`src/rtl/timer_irq_unit_pkg.sv`:
```
// rtl/timer_irq_unit_pkg.sv - register map and TCON bit layout shared by the timer block
package timer_irq_unit_pkg;

  localparam logic [4:0] TH_OFS      = 5'h00;
  localparam logic [4:0] TL_OFS      = 5'h04;
  localparam logic [4:0] TCON_OFS    = 5'h08;
  localparam logic [4:0] SYSTICK_OFS = 5'h14;

  localparam int EN_BIT = 0;
  localparam int IE_BIT = 1;
  localparam int ST_BIT = 2;

  typedef enum logic [2:0] {
    REG_TH,
    REG_TL,
    REG_TCON,
    REG_SYSTICK,
    REG_NONE
  } reg_sel_e;

  // Byte offset inside the window to register select; low two bits are don't-care.
  function automatic reg_sel_e decode_ofs(input logic [2:0] word);
    logic [4:0] ofs;
    ofs = {word, 2'b00};
    case (ofs)
      TH_OFS:      decode_ofs = REG_TH;
      TL_OFS:      decode_ofs = REG_TL;
      TCON_OFS:    decode_ofs = REG_TCON;
      SYSTICK_OFS: decode_ofs = REG_SYSTICK;
      default:     decode_ofs = REG_NONE;
    endcase
  endfunction

endpackage

```
`src/rtl/timer_irq_unit_if.sv`:
```
// rtl/timer_irq_unit_if.sv - single-cycle peripheral load/store bus plus interrupt line
interface timer_irq_unit_if;
  logic        rd;
  logic        wr;
  logic [31:0] addr;
  logic [31:0] wdata;
  logic [31:0] rdata;
  logic        irqout;

  modport master (output rd, wr, addr, wdata, input rdata, irqout);
  modport slave  (input rd, wr, addr, wdata, output rdata, irqout);
endinterface

```
`src/rtl/timer_irq_unit_prescaler.sv`:
```
// rtl/timer_irq_unit_prescaler.sv - divides clk by PRESCALE into a one-cycle tick while enabled
module timer_prescaler #(
  parameter int PRESCALE = 1
) (
  input  logic clk,
  input  logic reset,
  input  logic en,
  output logic tick
);

  localparam int CW = $clog2(PRESCALE) + 1;
  localparam logic [CW-1:0] LAST = CW'(PRESCALE - 1);

  logic [CW-1:0] cnt_q, cnt_d;

  assign tick = en && (cnt_q == LAST);

  // Disabled or wrapping both land on zero, so re-enabling always starts a full period.
  always_comb begin
    cnt_d = '0;
    if (en && !tick) cnt_d = cnt_q + CW'(1);
  end

  always_ff @(posedge clk or posedge reset) begin
    if (reset) cnt_q <= '0;
    else       cnt_q <= cnt_d;
  end

endmodule

```
`src/rtl/timer_irq_unit.sv`:
```
// rtl/timer_irq_unit.sv - memory-mapped reload timer with sticky interrupt and free-running systick
module timer_irq_unit
  import timer_irq_unit_pkg::*;
#(
  parameter logic [31:0] BASE_ADDR = 32'h40000000,
  parameter int          PRESCALE  = 1
) (
  input  logic             clk,
  input  logic             reset,
  timer_irq_unit_if.slave  bus
);

  logic [31:0] th_q, th_d;
  logic [31:0] tl_q, tl_d;
  logic [2:0]  tcon_q, tcon_d;
  logic [31:0] systick_q;

  logic        tick;
  logic        hit;
  reg_sel_e    sel;
  logic        wr_th, wr_tl, wr_tcon;
  logic        overflow;
  logic        unused_addr;

  assign unused_addr = &{1'b0, bus.addr[1:0]};

  assign hit = (bus.addr[31:5] == BASE_ADDR[31:5]);
  assign sel = hit ? decode_ofs(bus.addr[4:2]) : REG_NONE;

  assign wr_th   = bus.wr && (sel == REG_TH);
  assign wr_tl   = bus.wr && (sel == REG_TL);
  assign wr_tcon = bus.wr && (sel == REG_TCON);

  timer_prescaler #(.PRESCALE(PRESCALE)) u_prescaler (
    .clk   (clk),
    .reset (reset),
    .en    (tcon_q[EN_BIT]),
    .tick  (tick)
  );

  // A software TL write suppresses the whole overflow event, including the ST set.
  assign overflow = tick && (tl_q == 32'hFFFFFFFF) && !wr_tl;

  always_comb begin
    bus.rdata = 32'h0;
    if (bus.rd) begin
      case (sel)
        REG_TH:      bus.rdata = th_q;
        REG_TL:      bus.rdata = tl_q;
        REG_TCON:    bus.rdata = {29'h0, tcon_q};
        REG_SYSTICK: bus.rdata = systick_q;
        default:     bus.rdata = 32'h0;
      endcase
    end
  end

  assign bus.irqout = tcon_q[IE_BIT] & tcon_q[ST_BIT];

  always_comb begin
    th_d   = th_q;
    tl_d   = tl_q;
    tcon_d = tcon_q;

    if (wr_th) th_d = bus.wdata;

    // Reload reads th_q, so a TH write in the same cycle only affects the next wrap.
    if (wr_tl)         tl_d = bus.wdata;
    else if (overflow) tl_d = th_q;
    else if (tick)     tl_d = tl_q + 32'd1;

    if (wr_tcon)
      tcon_d = bus.wdata[2:0];
    else if (overflow && tcon_q[IE_BIT])
      tcon_d[ST_BIT] = 1'b1;
  end

  always_ff @(posedge clk or posedge reset) begin
    if (reset) begin
      th_q      <= 32'h0;
      tl_q      <= 32'h0;
      tcon_q    <= 3'h0;
      systick_q <= 32'h0;
    end else begin
      th_q      <= th_d;
      tl_q      <= tl_d;
      tcon_q    <= tcon_d;
      systick_q <= systick_q + 32'd1;
    end
  end

endmodule

```
`src/flat_wrapper.sv`:
```
// flat-port wrapper written by rule: the top's interface ports become plain ports
module timer_irq_unit_flat import timer_irq_unit_pkg::*;
#(
  parameter logic [31:0] BASE_ADDR = 32'h40000000,
  parameter int          PRESCALE  = 1
)
  (clk, reset, bus_rd, bus_wr, bus_addr, bus_wdata, bus_rdata, bus_irqout);
  timer_irq_unit_if bus_i ();
  input  logic clk;
  input  logic reset;
  input wire logic [$bits(bus_i.rd)-1:0] bus_rd;
  input wire logic [$bits(bus_i.wr)-1:0] bus_wr;
  input wire logic [$bits(bus_i.addr)-1:0] bus_addr;
  input wire logic [$bits(bus_i.wdata)-1:0] bus_wdata;
  output wire logic [$bits(bus_i.rdata)-1:0] bus_rdata;
  output wire logic [$bits(bus_i.irqout)-1:0] bus_irqout;
  assign bus_i.rd = bus_rd;
  assign bus_i.wr = bus_wr;
  assign bus_i.addr = bus_addr;
  assign bus_i.wdata = bus_wdata;
  assign bus_rdata = bus_i.rdata;
  assign bus_irqout = bus_i.irqout;
  timer_irq_unit #(.BASE_ADDR(BASE_ADDR), .PRESCALE(PRESCALE)) u_core (.clk(clk), .reset(reset), .bus(bus_i));
endmodule
```
`config.mk`:
```
export PLATFORM = sky130hd
export DESIGN_NAME = timer_irq_unit_flat
export DESIGN_NICKNAME = d
export VERILOG_FILES = /design/src/rtl/timer_irq_unit_pkg.sv /design/src/rtl/timer_irq_unit_if.sv /design/src/rtl/timer_irq_unit_prescaler.sv /design/src/rtl/timer_irq_unit.sv /design/src/flat_wrapper.sv
export SDC_FILE = /design/constraint.sdc
export NUM_CORES = 1
export LEC_CHECK = 0
export ABC_AREA = 1
export ABC_CLOCK_PERIOD_IN_PS = 5240
export CAP_MARGIN = 20
export CORE_MARGIN = 4
export CORE_UTILIZATION = 50
export CTS_BUF_LIST = sky130_fd_sc_hd__clkbuf_8
export CTS_CLUSTER_DIAMETER = 50
export DETAILED_ROUTE_END_ITERATION = 10
export PLACE_DENSITY = 0.74
export SYNTH_ARGS = -nofsm -noshare
export SYNTH_HDL_FRONTEND = slang
export SYNTH_SLANG_ARGS = --single-unit
```
`constraint.sdc`:
```
create_clock -name clk -period 5.24 [get_ports clk]
set_clock_uncertainty 0.15 [all_clocks]
set_input_delay 1.572 -clock clk [delete_from_list [all_inputs] [get_ports clk]]
set_output_delay 1.572 -clock clk [all_outputs]
set_load 0.05 [all_outputs]
```
---- Word-level counts from Yosys, hierarchy flattened ----
Index checks and enable logic that the tools add are counted.
Widths: inputs -> output; s select.
word-level totals
  output and inout port bits .............. 33
  register bits after elaboration ......... 100
  input port bits ......................... 68
cells by class
  $add $sub $neg .......................... 3
  eq/ne operators ......................... 8
  reduce and logical (&&, ||, !) cells .... 14
  mux-type cells .......................... 10
  bitwise logic cells ..................... 2
operators by type and width
  cell                   count
  $mux 32                4
  $pmux 32 s4            1
  $add 32x1->32 const B  2
  $eq 32x32->1 const B   1
  $eq 27x26->1 const B   1
  $pmux 3 s4             1
  $eq 3x2->1 const B     3
  $logic_and 1x1->1      8
  $eq 3x1->1 const B     2
  $logic_not 3->1        2
  $eq 3x3->1 const B     1
  $mux 1                 3
  $mux 3                 1
  $reduce_bool 3->1      1
  $logic_not 1->1        2
  $reduce_bool 2->1      1
  $add 1x1->1 const B    1
  $and 1x1->1            1
  $not 1->1              1

---- Longest topological paths before layout ----
  depth after elaboration ................. 10
  gate-level depth with buffers ........... 13

---- By module ----
From an unflattened synthesis, not the netlist that was laid out.
second synthesis, totals
  cell total of the unflattened synthesis .. 1105
  area total of the unflattened synthesis .. 7170.6 µm²
by module, submodules not included
  module           instances  cells an instance  sequential area each (µm²)  area an instance (µm²)
  timer_irq_unit   1          1100               2477.4                      7128.1
  timer_prescaler  1          5                  25.0                        42.5

---- Least setup slack after synthesis ----
OpenSTA, ideal clock, no wires.
  path type ............................... input to output
  from .................................... input port bus_addr[28]
  to ...................................... output port bus_rdata[2]
  required time ........................... 3.518 ns
  stages .................................. 12
  arrival time ............................ 3.279 ns
  path buffers ............................ 1
  path slack .............................. 0.239 ns
  cells stage by stage .................... nor2_1 -> nand2_1 -> nor2_1 -> nand2_1 -> nor2_4 -> nand2_1 -> nor2_2 -> buf_2 -> nand2_1 -> nand2_1 -> nor2_1 -> nor2_1
on the way
  longest elaborated chain between the ends .. 5
  elaborated cells between the ends (all ways) .. 8
  those cells by class .................... eq/ne (4); mux (3); reduce/logical (1)
RTL lines
  what                                      line                  RTL
  start, declared                           flat_wrapper.sv:13    input wire logic [$bits(bus_i.addr)-1:0] bus_addr;
  $eq 27x26->1 *                            timer_irq_unit.sv:27  assign hit = (bus.addr[31:5] == BASE_ADDR[31:5]);
  $mux 3 *                                  timer_irq_unit.sv:28  assign sel = hit ? decode_ofs(bus.addr[4:2]) : REG_NONE;
  $eq 3x2->1, or another cell as far along  timer_irq_unit.sv:47  case (sel)
  $pmux 32 s4 *                             timer_irq_unit.sv:47
  $mux 32 *                                 timer_irq_unit.sv:46  if (bus.rd) begin
  end, declared                             flat_wrapper.sv:15    output wire logic [$bits(bus_i.rdata)-1:0] bus_rdata;
Mark *: on every way between the ends. The rest lies on a longest branch, timed or not.

---- Worst setup path after layout ----
  from .................................... input port bus_addr[4]
  to ...................................... output port bus_rdata[18]
on the way
  longest elaborated chain between the ends .. 6
  elaborated cells between the ends (all ways) .. 12
  those cells by class .................... eq/ne (6); mux (4); reduce/logical (2)
RTL lines
  what                                      line                      RTL
  $eq 3x3->1, or another cell as far along  timer_irq_unit_pkg.sv:25  case (ofs)
  $pmux 3 s4 *                              timer_irq_unit_pkg.sv:25
  $mux 3 *                                  timer_irq_unit.sv:28
  $eq 3x2->1, or another cell as far along  timer_irq_unit.sv:47
  $pmux 32 s4 *                             timer_irq_unit.sv:47
  $mux 32 *                                 timer_irq_unit.sv:46
Marks and branches as above.

==> run_results.csv <==
group,metric,value,unit
status,status,"completed",
critical_path,crit_family,"buffers and inverters",
sta,rsz0062_at_grt,"no",
logic_synthesis,synth.distinct_cells,37,
sta,worst_pin_slew,0.9577,ns
die,rows,42,
min_path,hp-class,"reg -> reg",
placed_design,hpwl,14.62,mm
die,core_area,13400,um^2
logic_synthesis,synth.ff_latch_count,100,
run,cap_violations,0,
clocking,cts_buffers,9,
logic_synthesis,synth_area,6904,um^2
layout,mostFrequentLayoutCells,"375 x nand2_1, 132 x nor2_1, 118 x inv_1",
sta,fin_crit_sh,96.50,%
layout,fillCellCount,1188,
grt,grt_pass1_wl,32.57,mm
critical_path,cp.arrival,3.33,ns
critical_path,max_stage_delay,0.49,ns
layout,finalNetCount,1230,
critical_path,cp.required,3.52,ns
logic_synthesis,synthesis.nets,1131,
logic_synthesis,synth.avg_cell_area,6.507,um^2
clocking,root_buffer,"clkbuf_8",
pwr,finalPower,1.400,mW
layout,final_common_cell,"nand2_1",
clocking,cts.sinks,100,
detailed_routing,drt-total-wl,20.25,mm
sta,slew_headroom,36.08,%
die,die_area,15750,um^2
die,fp.dieH,125.5,um
logic_synthesis,syn-instance-count,1061,
sta,fmax,0.1978,GHz
layout,drive_gt1_share,10.04,%
clocking,clkTransAtPathRegs,0.10,ns
grt,grtUsageTotal,25.32,%
detailed_routing,ant_nets,0,
layout,antenna_cells,0,
layout,final-seq-area,2502,um^2
die,start_util,51.52,%
detailed_routing,wl_per_cell,15.10,um
layout,syn_to_final_growth,28.36,%
detailed_routing,drt_first_pass_iters,6,
layout,final_core_util,66.13,%
sta,finalMaxSlewViolations,0,
grt,grt_max_degree,60,
grt,grt_pass1_vias,6575,
critical_path,crit_fanout,5,
sta,hold_ws,0.3361,ns
grt,grt_overflow_total,0,
grt,antenna_found_initial,0,
critical_path,cp_slowest_cell,"clkdlybuf4s50_1",
detailed_routing,vias,6971,
die,io_pins,101,
clocking,clock_latency,0.39,ns
pwr,powerDensity,158.0,nW/um^2
detailed_routing,viasPerCell,5.198,
clocking,clk_path_buf_depth,2,
placed_design,gp_congestion,0.9364,
placed_design,port_buffers,98,
sta,tns,0,ns
sta,setup_viol,0,
die,die_x,125.5,um
detailed_routing,drc,0,
pwr,ir_drop,0.1238,mV
sta,hold_viol_final,0,
logic_synthesis,synth_warnings,0,
sta,period_minus_slack,5.057,ns
critical_path,startpoint_type,"input port",
clocking,cts_tree,"built",
clocking,htree_levels,3,
detailed_routing,drt_iter0_drc,641,
critical_path,crit_buf_inv,5,
critical_path,crit_chain,"clkdlybuf4s50_1 -> nor2_1 -> nand2_2 -> nor2_4 -> buf_12 -> clkbuf_16 -> nand2_1 -> nand3_1 -> nand2_1 -> inv_1 -> buf_12",
layout,multi_input_area,3772,um^2
critical_path,criticalPathCategory,"in -> out",
critical_path,crit_path_end_kind,"output pin",
logic_synthesis,synth-seq-area-share,36.25,%
pwr,leakagePower,4.697,nW
==> power by group <==
| part | internal, mW | switching (mW) | total (mW) |
|---|---|---|---|
| combinational | 0.0464 | 0.0399 | 0.0863 |
| clock | 0.248 | 0.294 | 0.542 |
| sequential | 0.771 | 0.0000940 | 0.772 |
==> layout make-up <==
class	instances	share of cell area (%)
Inverter	129	5.492
Clock buffer	11	1.708
Timing Repair Buffer	122	18.83
Clock inverter	5	0.6777
Multi-Input combinational cell	798	42.57
Tap cell	176	2.485
Sequential cell	100	28.24
==> worst register-to-register path: cells and delay by family (launching register included) <==
kind,cells,cell delay (ns)
adder cells (fa/ha/maj),1,0.22
buffers and inverters,1,0.29
AND/OR/NAND/NOR,9,1.56
flip-flops,1,0.45
==> kinds of logic (layout without fill, tap and decap cells) <==
family	after synthesis	in the layout	synth area share, %
simple gates	689	689	43.40
buf+inv	163	267	9.569
flops	100	100	36.25
compound gates	58	58	4.277
xor+xnor	48	48	6.089
fa+ha+maj	2	2	0.3624
other cells	1	1	0.05432
==> registers in the layout, summed over array words and instances (netlist names) <==
register / cells
u_core.th_q: 32
u_core.systick_q: 32
u_core.tcon_q: 3
u_core.tl_q: 32
u_core.u_prescaler.cnt_q: 1
==> cells in the mapped netlist <==
master	number	area, um^2
buf_1	2	7.510
xnor2_1	18	157.7
buf_4	6	45.04
clkbuf_1	10	37.54
clkinv_1	1	3.750
and2_0	1	6.260
nand3b_1	9	67.56
o21ai_0	25	125.1
nand3_1	107	535.5
a21oi_1	2	10.01
nor2_4	6	67.56
or2_0	3	18.77
nor4_2	1	12.51
nand3_4	2	35.03
nor3b_2	1	12.51
a21boi_0	1	7.510
ha_1	2	25.02
nor2_8	1	20.02
nor3_1	8	40.04
nor2_1	134	503.0
or2_2	1	6.260
and3_1	1	6.260
inv_1	124	465.5
nand4_4	1	21.27
buf_6	1	11.26
inv_2	4	15.01
nand4_1	18	112.6
nand3_2	1	10.01
nand2_2	9	56.30
xor2_1	30	262.8
o21bai_1	1	7.510
nor2_2	8	50.05
conb_1	1	3.750
nand2_1	377	1415
o21ai_1	29	145.1
dfrtp_1	100	2502
buf_2	15	75.07
==> repair_timing <==
action	4_1_cts	5_1_grt
resized for setup	1	44
hold buffers	0	0
cloned	0	3
setup buffers	0	4
pin swaps	0	20
hold endpoints to repair	0	0
setup endpoints to repair	6	32
==> metrics by stage <==
| step | cells | area [um^2] | setup slack [ns] |
|---|---|---|---|
| floorplan | 1061 | 6904 | 0.2390 |
| global placement | 1318 | 8429 | -0.003020 |
| detailed placement | 1318 | 8429 | -0.01840 |
| CTS | 1334 | 8645 | -0.02887 |
| global route | 1341 | 8862 | 0.08401 |
| finish | 1341 | 8862 | 0.1832 |
==> routing by layer <==
layer | GRT usage [%] | up-vias | share of wire [%]
met3 | 5.288 | 23 | 7.5
met4 | 6.378 | 0 | 1.4
met1 | 35.20 | 3235 | 44
li1 | - | 3479 | -
met5 | 0 | - | 0
met2 | 40.53 | 234 | 47
==> final timing paths <==
path	from	slack (ns)	cells after the start	to
hold / removal	u_core.systick_q[31]$_DFF_PP0_	0.34	1	u_core.systick_q[31]$_DFF_PP0_
max in group asynchronous	reset	2.77	3	u_core.th_q[17]$_DFFE_PP0P_
min in group asynchronous	reset	1.47	2	u_core.th_q[5]$_DFFE_PP0P_
setup reg to reg	u_core.tl_q[0]$_DFFE_PP0P_	2.51	11	u_core.tl_q[5]$_DFFE_PP0P_
hold reg to reg	u_core.systick_q[31]$_DFF_PP0_	0.34	1	u_core.systick_q[31]$_DFF_PP0_
setup / recovery	bus_addr[4]	0.18	11	bus_rdata[18]
No activity file was read; power rests on OpenSTA's default activity.
